[config.mk]
export PLATFORM = sky130hd
export DESIGN_NAME = counter
export DESIGN_NICKNAME = d
export VERILOG_FILES = /design/src/rtl/counter.sv
export SDC_FILE = /design/constraint.sdc
export NUM_CORES = 1
export LEC_CHECK = 0
export CORE_AREA = 2 2 39 41
export CTS_BUF_LIST = sky130_fd_sc_hd__clkbuf_8
export DETAILED_ROUTE_END_ITERATION = 10
export DIE_AREA = 0 0 41 43
export SYNTH_ARGS = -nofsm -noshare
export SYNTH_HDL_FRONTEND = slang
export SYNTH_SLANG_ARGS = --single-unit
[constraint.sdc]
create_clock -name clk -period 1.3 [get_ports clk]
set_input_delay 0.195 -clock clk [delete_from_list [all_inputs] [get_ports clk]]
set_output_delay 0.195 -clock clk [all_outputs]
set_load 0.01 [all_outputs]
[src/rtl/counter.sv]
// counter: free-running WIDTH-bit up-counter.
// Asynchronous active-low clear, synchronous active-high count enable,
// and modulo-2^WIDTH wrap. The output is driven straight from the state
// register, so no input reaches `value` through combinational logic.
module counter #(
  parameter int WIDTH = 8
) (
  input  logic             clk,
  input  logic             reset,
  input  logic             enable,
  output logic [WIDTH-1:0] value
);

  logic [WIDTH-1:0] value_q;
  logic [WIDTH-1:0] value_d;

  // Next count: add one when enabled; the adder wraps naturally at WIDTH bits.
  always_comb begin
    value_d = value_q;
    if (enable) value_d = value_q + WIDTH'(1);
  end

  // Count register; a low reset clears it at once and holds it at zero.
  always_ff @(posedge clk or negedge reset) begin
    if (!reset) value_q <= '0;
    else        value_q <= value_d;
  end

  assign value = value_q;

endmodule

==> flow_summary.yaml <==
status:
  status: "finished clean"
timing:
  period_share_pct: 90.2
  rsz0062_at_grt: "false"
  finClkSkew_ns: 0.00103
  drv_slew: 0
  setup_viol: 0
  slew_headroom_pct: 75.3
  worst_pin_slew_ns: 0.370
  hold_viol_final: 0
  setup_tns_ns: 0
  max_clock_freq_mhz: 853
  period_minus_slack_ns: 1.17
yosys:
  synth_seq_area_share_pct: 59.3
  syn_area_per_cell_um2: 13.0
  syn_nets: 30
  synthTopCellsByCount: "8 x dfrtp_1, 4 x xor2_1, 3 x nand4_1, 3 x xnor2_1"
  syn_inst: 26
  synth_warnings: 0
  synth.most_common_cell: "dfrtp_1"
  netlist.area_leader.share_pct: 59.3
  ys_types: 10
  ys_top_cells_by_area: "dfrtp_1 59%, xor2_1 10%, xnor2_1 7.8%"
  synth_top_cell_by_area: "dfrtp_1"
  ys.flop_type: "dfrtp_1"
  synth_edf_count: 0
  syn_area_um2: 338
  synth.ff_latch_count: 8
  async_reset_ff_share_pct: 100
setup_path:
  cp.required_ns: 1.41
  critPathSlowestCell: "dfrtp_1"
  critPathLaunchType: "flop"
  setup.worst_path.end_class: "flop"
  path_delay_family: "flip-flops"
  slowest_delay_ns: 0.37
  worstPathBufferInverterCount: 1
  crit_chain: "buf_4 -> ha_1 -> mux2_2"
  worstSetupPathType: "reg2reg"
  path_max_fanout: 4
  r2r_slack_ns: 0.13
  crit_arrival_ns: 1.28
floorplanning:
  die_y_um: 43
  coreArea_um2: 1380
  initial_core_util_pct: 24.4
  io_pins: 11
  die_w_um: 41
  rows: 14
  dieArea_um2: 1760
clock_network:
  worstSkewPairLatency_ns: 0.22
  cts-hold-fix-buffers: 0
  root_buffer: "clkbuf_8"
  numClockSinks: 8
  htree_levels: 1
  cts.path.max_buffers: 2
  cts.clk_slew.worst_paths_ns: 0.04
  cts_tree: "done"
  cts_inserted_buffers: 3
finish:
  final_area_um2: 531
  antenna_cells: 0
  largest_reg_flops: 8
  fin_cells: 60
  area_delta_synth_final_pct: 57.0
  layout.nets: 50
  drive_gt1_share_pct: 25.0
placed_design:
  port_buffers: 10
  placed_cells: 55
  hpwl_um: 450
  gp_congestion: 0.722
  place_area_um2: 480
route:
  drt-initial-drc-count: 8
  dr.max_layer_used: "met3"
  met3_length_um: 63
  drc: 0
  wl_met1_um: 304
  drt-total-wl_um: 618
  ant_nets: 0
  wire_per_inst_um: 10.3
  dr.pass1.iters: 4
  via_per_inst: 4.23
  wl_met2_um: 250
  dr_total_vias: 254
run:
  cap_violations: 0
pwr:
  p_leak_uw: 0.000273
  ir_drop_mv: 0.905
  p_per_area_nw_per_um2: 2360
  power_uw: 1250
min_path:
  worstHoldPathType: "in2async"
grt:
  antenna_found_initial: 0
  track_usage_pct: 8.91
  grt_overflow: 0
  grt_pass1_vias: 242
  grt_pass1_wl_um: 993
  grt_max_degree: 9
==> area by class of cell <==
| cell class | instances | area (um^2) |
|---|---|---|
| Fill cell | 153 | 853 |
| Tap cell | 16 | 20.0 |
| Sequential cell | 8 | 200 |
| Clock buffer | 3 | 41.3 |
| Multi-Input combinational cell | 18 | 138 |
| Timing Repair Buffer | 15 | 131 |
==> per-layer routing <==
| metal | vias up | global-route usage [%] |
|---|---|---|
| met2 | 11 | 10.9 |
| met3 | 0 | 4.71 |
| li1 | 125 | - |
| met5 | - | 0 |
| met4 | 0 | 6.00 |
| met1 | 118 | 11.6 |
==> report_power, final <==
part           internal [uW]  switching, uW  total, uW
clock network            200           91.4        291
registers                358           74.1        432
logic                    290            240        530
==> placed cells by master, fill, tap and decap left out <==
cell and count:
buf_4 5, clkbuf_8 3, clkdlybuf4s50_1 2, dfrtp_1 8, dlygate4sd2_1 7, dlymetal6s2s_1 1
ha_1 1, mux2_2 1, nand2_1 2, nand4_1 3, nand4_2 1, nor2_1 2
nor2_2 1, xnor2_1 3, xor2_1 4
==> metrics by stage <==
| step | worst slack [ns] | utilization [%] | hold WS [ns] |
|---|---|---|---|
| after floorplan | 0.186 | - | -0.101 |
| after global placement | 0.0380 | 34.7 | 0.456 |
| after detailed placement | 0.0152 | 34.7 | 0.456 |
| after CTS | 0.00311 | 38.2 | 0.264 |
| after global routing | 0.0892 | 38.3 | 0.278 |
| final | 0.127 | 38.3 | 0.255 |
==> logic make-up after synthesis <==
group | after synthesis | synth area share [%]
DFF | 8 | 59.3
muxes | 1 | 3.33
adders and majority gates | 1 | 3.70
xor gates and xnor gates | 7 | 18.1
and+or+nand+nor | 9 | 15.6
==> repair_timing <==
action | CTS | global route
resized for setup | 7 | 1
endpoints found under the hold margin | 0 | 0
buffers inserted | 2 | 0
endpoints found under the setup margin | 7 | 1
==> worst paths after layout <==
kind                       depth (start not counted)  startpoint  endpoint
max                                                3    value[0]  value[1]
min                                                1       reset  value[5]
max reg2reg                                        3    value[0]  value[1]
min reg2reg                                        1    value[7]  value[7]
max in group asynchronous                          1       reset  value[4]
min in group clk                                   1    value[7]  value[7]
(Power assumes the default switching activity.)
